**src/rtl/icache_refill_unit.sv**
```systemverilog
// ---------------------------------------------------------------------------
// icache_refill_unit
//
// Purpose:
//   Lower-memory responder for the L1 instruction cache miss interface of
//   fetch stage 1. A miss request is turned into one line-aligned read
//   request to the next memory level. The returned beats are assembled into
//   a full cache line, and the line is handed back to the L1 cache through a
//   one-cycle write strobe.
//
// Optional feature (compile-time macro ICACHE_REFILL_PREFETCH_EN):
//   When the macro is defined, the unit issues a next-line prefetch after
//   each demand fill, but only if the cache has stopped missing. The
//   prefetched line is held in a one-entry buffer. A later miss that matches
//   the buffered line is answered directly, with no memory request. When the
//   macro is undefined, none of this logic exists and SETTLE always returns
//   to IDLE.
//
// Ports:
//   clk           in   clock, rising edge
//   reset         in   asynchronous active-high reset
//   miss_i        in   L1 miss, held by the cache until the line is written
//   missAddr_i    in   missing fetch address (any byte alignment)
//   wrEnable_o    out  one-cycle line write strobe to the L1 cache
//   wrAddr_o      out  line-aligned address of the written line (held)
//   instBlock_o   out  assembled line (held)
//   memReq_o      out  read request to the next level
//   memAddr_o     out  line-aligned request address
//   memReqAck_i   in   request accepted (handshake is memReq_o & memReqAck_i)
//   memRdValid_i  in   read beat valid
//   memRdData_i   in   read beat data
//   busy_o        out  refill in progress (state != IDLE)
// ---------------------------------------------------------------------------
module icache_refill_unit #(
  parameter int SIZE_PC     = 32,
  parameter int CACHE_WIDTH = 256,
  parameter int BEAT_WIDTH  = 64,   // CACHE_WIDTH must be a multiple of this
  parameter int OFFSET_BITS = 5
) (
  input  logic                   clk,
  input  logic                   reset,
  input  logic                   miss_i,
  input  logic [SIZE_PC-1:0]     missAddr_i,
  output logic                   wrEnable_o,
  output logic [SIZE_PC-1:0]     wrAddr_o,
  output logic [CACHE_WIDTH-1:0] instBlock_o,
  output logic                   memReq_o,
  output logic [SIZE_PC-1:0]     memAddr_o,
  input  logic                   memReqAck_i,
  input  logic                   memRdValid_i,
  input  logic [BEAT_WIDTH-1:0]  memRdData_i,
  output logic                   busy_o
);

  localparam int BEATS = CACHE_WIDTH / BEAT_WIDTH;
  // Keep the counter at least one bit wide so the single-beat case
  // still elaborates.
  localparam int CNT_W = (BEATS > 1) ? $clog2(BEATS) : 1;
  localparam logic [CNT_W-1:0]   LAST_BEAT = CNT_W'(BEATS - 1);
  localparam logic [SIZE_PC-1:0] LINE_MASK = {SIZE_PC{1'b1}} << OFFSET_BITS;

  typedef enum logic [2:0] {
    S_IDLE   = 3'd0,
    S_REQ    = 3'd1,
    S_RECV   = 3'd2,
    S_WRITE  = 3'd3,
    S_SETTLE = 3'd4
  } state_t;

  state_t                 state_reg;
  state_t                 state_next;
  logic [CNT_W-1:0]       cnt_reg;
  logic [SIZE_PC-1:0]     addr_reg;      // line currently being requested
  logic [CACHE_WIDTH-1:0] line_reg;      // beat assembly buffer
  logic [CACHE_WIDTH-1:0] line_next;     // line_reg with this cycle's beat merged
  logic [SIZE_PC-1:0]     wr_addr_reg;   // held write-port address
  logic [CACHE_WIDTH-1:0] wr_block_reg;  // held write-port data

  logic [SIZE_PC-1:0]     miss_line;
  logic                   capture;       // IDLE sees a miss this cycle
  logic                   beat_fire;     // beat accepted this cycle
  logic                   last_beat;     // final beat of the line accepted
  logic                   pf_hit;        // miss can be served from the prefetch buffer
  logic                   pf_fill;       // current REQ/RECV is a prefetch
  logic                   pf_launch;     // SETTLE starts a prefetch

  assign miss_line = missAddr_i & LINE_MASK;

  // -------------------------------------------------------------------------
  // Prefetch buffer. This block exists only when the feature is compiled in.
  // -------------------------------------------------------------------------
`ifdef ICACHE_REFILL_PREFETCH_EN
  localparam logic [SIZE_PC-1:0] LINE_BYTES = SIZE_PC'(1) << OFFSET_BITS;

  logic                   pf_fill_reg;
  logic                   pf_valid_reg;
  logic [SIZE_PC-1:0]     pf_addr_reg;
  logic [CACHE_WIDTH-1:0] pf_line_reg;

  assign pf_hit    = pf_valid_reg && (pf_addr_reg == miss_line);
  assign pf_fill   = pf_fill_reg;
  // Prefetch only when the cache is no longer missing. A still-high miss
  // after SETTLE is a new demand request and takes priority.
  assign pf_launch = (state_reg == S_SETTLE) && !miss_i;

  always_ff @(posedge clk or posedge reset) begin
    if (reset) begin
      pf_fill_reg  <= 1'b0;
      pf_valid_reg <= 1'b0;
      pf_addr_reg  <= '0;
      pf_line_reg  <= '0;
    end else begin
      if (pf_launch) begin
        pf_fill_reg <= 1'b1;
      end else if (last_beat && pf_fill_reg) begin
        pf_fill_reg  <= 1'b0;
        pf_valid_reg <= 1'b1;
        pf_addr_reg  <= addr_reg;
        pf_line_reg  <= line_next;
      end
      // The buffered line is consumed by the hit that uses it.
      if (capture && pf_hit) begin
        pf_valid_reg <= 1'b0;
      end
    end
  end
`else
  assign pf_hit    = 1'b0;
  assign pf_fill   = 1'b0;
  assign pf_launch = 1'b0;
`endif

  // -------------------------------------------------------------------------
  // FSM: state register
  // -------------------------------------------------------------------------
  always_ff @(posedge clk or posedge reset) begin
    if (reset) begin
      state_reg <= S_IDLE;
    end else begin
      state_reg <= state_next;
    end
  end

  // -------------------------------------------------------------------------
  // FSM: next-state logic
  // -------------------------------------------------------------------------
  always_comb begin
    state_next = state_reg;
    case (state_reg)
      S_IDLE: begin
        if (miss_i) begin
          state_next = pf_hit ? S_WRITE : S_REQ;
        end
      end
      S_REQ: begin
        if (memReqAck_i) begin
          state_next = S_RECV;
        end
      end
      S_RECV: begin
        // A completed prefetch goes straight back to IDLE. Nothing is
        // written to the cache, so there is no stale miss to filter.
        if (last_beat) begin
          state_next = pf_fill ? S_IDLE : S_WRITE;
        end
      end
      S_WRITE: begin
        state_next = S_SETTLE;
      end
      S_SETTLE: begin
        // miss_i is deliberately ignored here. The cache's registered lookup
        // may still show the miss we just filled.
        state_next = pf_launch ? S_REQ : S_IDLE;
      end
      default: begin
        state_next = S_IDLE;
      end
    endcase
  end

  // -------------------------------------------------------------------------
  // FSM: outputs and internal strobes
  // -------------------------------------------------------------------------
  always_comb begin
    memReq_o   = 1'b0;
    wrEnable_o = 1'b0;
    busy_o     = 1'b1;
    capture    = 1'b0;
    beat_fire  = 1'b0;
    last_beat  = 1'b0;
    case (state_reg)
      S_IDLE: begin
        busy_o  = 1'b0;
        capture = miss_i;
      end
      S_REQ: begin
        memReq_o = 1'b1;
      end
      S_RECV: begin
        // Beats outside RECV never reach the assembly buffer.
        beat_fire = memRdValid_i;
        last_beat = memRdValid_i && (cnt_reg == LAST_BEAT);
      end
      S_WRITE: begin
        wrEnable_o = 1'b1;
      end
      default: begin
      end
    endcase
  end

  // -------------------------------------------------------------------------
  // Beat steering. Each slot of the line takes the incoming beat only when
  // the counter points at that slot.
  // -------------------------------------------------------------------------
  genvar gi;
  generate
    for (gi = 0; gi < BEATS; gi++) begin : g_beat
      assign line_next[gi*BEAT_WIDTH +: BEAT_WIDTH] =
        (beat_fire && (cnt_reg == CNT_W'(gi))) ? memRdData_i
                                               : line_reg[gi*BEAT_WIDTH +: BEAT_WIDTH];
    end
  endgenerate

  // -------------------------------------------------------------------------
  // Datapath registers
  // -------------------------------------------------------------------------
  always_ff @(posedge clk or posedge reset) begin
    if (reset) begin
      cnt_reg      <= '0;
      addr_reg     <= '0;
      line_reg     <= '0;
      wr_addr_reg  <= '0;
      wr_block_reg <= '0;
    end else begin
      // The line address is frozen from capture until IDLE is re-entered.
      // Later changes to missAddr_i do not reach the request.
      if (capture) begin
        addr_reg <= miss_line;
`ifdef ICACHE_REFILL_PREFETCH_EN
      end else if (pf_launch) begin
        addr_reg <= addr_reg + LINE_BYTES;   // wraps modulo 2^SIZE_PC
`endif
      end

      if ((state_reg == S_REQ) && memReqAck_i) begin
        cnt_reg <= '0;
      end else if (beat_fire) begin
        cnt_reg <= last_beat ? '0 : cnt_reg + 1'b1;
      end

      if (beat_fire) begin
        line_reg <= line_next;
      end

      // Load the write port on entry to WRITE. It then holds its value
      // until the next fill, so the outputs stay stable between strobes.
      if (last_beat && !pf_fill) begin
        wr_addr_reg  <= addr_reg;
        wr_block_reg <= line_next;
      end
`ifdef ICACHE_REFILL_PREFETCH_EN
      if (capture && pf_hit) begin
        wr_addr_reg  <= miss_line;
        wr_block_reg <= pf_line_reg;
      end
`endif
    end
  end

  assign memAddr_o   = addr_reg;
  assign wrAddr_o    = wr_addr_reg;
  assign instBlock_o = wr_block_reg;

endmodule

```
**config.mk**
```make
export PLATFORM = sky130hd
export DESIGN_NAME = icache_refill_unit
export DESIGN_NICKNAME = d
export VERILOG_FILES = /design/src/rtl/icache_refill_unit.sv
export SDC_FILE = /design/constraint.sdc
export NUM_CORES = 1
export LEC_CHECK = 0
export ABC_AREA = 1
export CORE_UTILIZATION = 47
export CTS_CLUSTER_SIZE = 8
export DETAILED_ROUTE_END_ITERATION = 10
export PLACE_DENSITY_LB_ADDON = 0.25
export SYNTH_ARGS = -nofsm -noshare
export SYNTH_HDL_FRONTEND = slang
export SYNTH_SLANG_ARGS = --single-unit
```
**constraint.sdc**
```tcl
create_clock -name clk -period 17.6 [get_ports clk]
set_input_delay 2.64 -clock clk [delete_from_list [all_inputs] [get_ports clk]]
set_output_delay 2.64 -clock clk [all_outputs]
set_load 0.1 [all_outputs]
```
==> impl_results.md <==
- Fin crit share: 32.4%
- Final slew viol count: 0
- Die Ht: 216 um
- Total negative setup slack: 0 ps
- Port Buffer Count: 408
- CTS tree: yes
- Ranking of synthesized cells by area: dfrtp_1, nand2_1, and2_1
- IO Pins: 424
- Fill cell count: 3804
- Worst hold path depth: 2
- Critical-path top delay cell: buf_4
- Status: complete, but fails checks
- DP Worst Slack: 11010 ps
- CP max stage delay: 880 ps
- Cts hold-fix bufs: 0
- Final Critical Period: 5700 ps
- Die area: 46800 um^2
- Detailed Place HPWL: 33600 um
- Row count: 78
- Skew-Pair Late Insertion Delay: 600 ps
- Placeable Area: 45300 um^2
- P per Cell Area: 212 nW/um^2
- Vias in the first global route: 17800
- Post_cts resized: 0
- Worst-Margin Slew: 1190 ps
- Synth area leader: dfrtp_1
- Wire length per cell: 17.1 um
- Critical path fanouts, max: 163
- CP Class: input port to async pin
- Startpoint of the worst hold path: wrAddr_o[8]
- Met2 WL: 27700 um
- First-pass DRT Iterations: 8
- R2R cell count: 7
- Final Hold Viols: 0
- WHS Endpoint: wrAddr_o[8]
- Crit end category: async pin
- DRC Markers: 2
- Routability Congestion: 0.799
- First-pass GRT wire length: 95600 um
- Clock Path Buffers: 3
- Leak: 0.0141 uW
- Setup Skew: 20.8 ps
- Post-synthesis sequential area ratio: 58.8%
- Final setup viols: 0
- Vias per cell: 5.16
- Clk sinks: 507
- Worst r2r src: state_reg[1]
- CTS Root Cell: clkbuf_16
- Setup Buffers After CTS: 0
- Top cell type's share of synthesized area: 58.8%
- Overall Power: 5900 uW
- Critical path's top delay family: buffers and inverters
- Register clock-pin slew on the reported worst setup and hold paths: 50 ps
- Antenna violations before repair: 0
- Worst path bufs/invs: 5
- Die Wd: 216 um
- Ant. Diodes: 0
- Synthesized instance count: 2473
- Hold Path Class: register to register
- Synth Register Bits: 507
- Largest net degree at the start of global routing: 194
- Metal1 wirelength: 25400 um
- Top routing layer used: met4
- Synth cell types: 22
- Worst setup SP type: input port
- Yosys warns: 0
- Drt total wl: 58700 um
- Crit-path cells: clkdlybuf4s50_1, inv_8, buf_12, buf_4, buf_4
- Layout Nets: 2924
- Syn-to-layout area delta: 28.7%
- Starting DRT DRC Count: 1429
- Critical Path Start: reset
- Max IR drop VDD: 0.151 mV
- Max-cap check violation count: 0
- Crit Reg-Reg Endpoint: instBlock_o[112]
- # H-tree levels: 3
- Slew headroom: 20.3%
- Worst path depth: 5
- RSZ-0062 raised after global routing: no
- Highest clock rate: 175 MHz
- Layout cells sized above 1: 3.90%
- Routed met3 length: 4200 um
- Initial Util: 47.7%
- Largest register FFs: 256
- Post-Syn Area per Cell: 8.73 um^2
- Gr ovfl total: 0
- Vias: 17700
- Clock buffer count from CTS: 73
- Top cell by count, worst path: buf_4
- Fin worst setup slack: 11900 ps
- Required @ worst endpoint: 18200 ps
- Total Routing Usage GR: 25.6%
- Antenna-violating nets left: 0
- Failing checks: design-rule violations
- Post-synthesis cell area: 21600 um^2
- CP arrival: 6310 ps
- Worst reg2reg setup slack: 13700 ps
[cell type report]
cell class | count | area [um^2] | share of cell area, %
clock buffer | 73 | 1830 | 6.58
clock inverter | 7 | 90.1 | 0.324
inverter | 292 | 1110 | 4.00
multi-input combinational | 1520 | 7080 | 25.5
sequential | 507 | 12700 | 45.7
tap | 600 | 751 | 2.70
timing repair buffer | 425 | 4240 | 15.3
[cells in the mapped netlist, drive strengths merged]
master,n
nand2,886
nand4,195
o21a,1
nand3,193
a21oi,1
nand3b,1
conb,1
dfrtp,507
ha,4
inv,292
o21ai,29
nor2,5
nor3,3
buf,112
clkbuf,51
and2,192
[tightest hold or removal path, stage by stage, from the launching register on]
cell and delay, ps:
dfrtp_1 340, nand2_1 50, nand2_1 50
[cell families after synthesis]
group                    Yosys count  synth area share, %
flip-flops                       507                 58.8
buffers and inverters            455                 8.76
AND/OR/NAND/NOR                 1475                 31.5
AO/OA/AOI/OAI                     31                0.731
adder cells (fa/ha/maj)            4                0.232
other                              1               0.0174
[how the worst max path moves through the flow]
stage                       end  slack, ps
2_1_floorplan        cnt_reg[0]        800
3_3_place_gp   instBlock_o[160]      11080
3_5_place_dp    instBlock_o[96]      11010
4_1_cts           line_reg[164]      11650
5_1_grt        instBlock_o[160]      11260
6_report        instBlock_o[96]      11900
[routing by layer]
layer / vias up / GRT usage (%)
met5: - / 0
met4: 0 / 9.08
met3: 87 / 6.22
met2: 559 / 40.6
met1: 8660 / 34.3
li1: 8362 / -
[report_power, final]
part / leakage (uW) / total, uW / internal, uW / switching (uW)
Combinational: 0.00699 / 2920 / 652 / 2270
Clock: 0.000936 / 1220 / 732 / 488
Sequential: 0.00621 / 1750 / 1570 / 183
[metrics by stage]
step	std cells	hold WS, ps	utilization [%]	area (um^2)
after floorplan	2482	517	-	21600
after global placement	3344	453	57.1	25900
after detailed placement	3344	457	57.1	25900
after CTS	3424	469	61.3	27800
after global routing	3424	487	61.3	27800
final	3424	469	61.3	27800
[cell usage in the layout (no fill, tap or decap)]
master / n
clkinv_8: 4
buf_12: 2
nor2_1: 2
inv_1: 290
nand3b_1: 1
buf_4: 15
clkdlybuf4s50_1: 407
clkinvlp_4: 1
ha_2: 3
dfrtp_1: 507
nand4_1: 192
inv_8: 2
o21ai_0: 29
conb_1: 10
nor3_1: 3
a21oi_1: 1
nand2_2: 1
nor2_4: 3
and2_1: 192
inv_6: 2
nand4_4: 3
o21a_1: 1
nand2_1: 885
nand3_1: 193
buf_6: 1
clkbuf_16: 73
ha_1: 1
(Power assumes the default switching activity.)
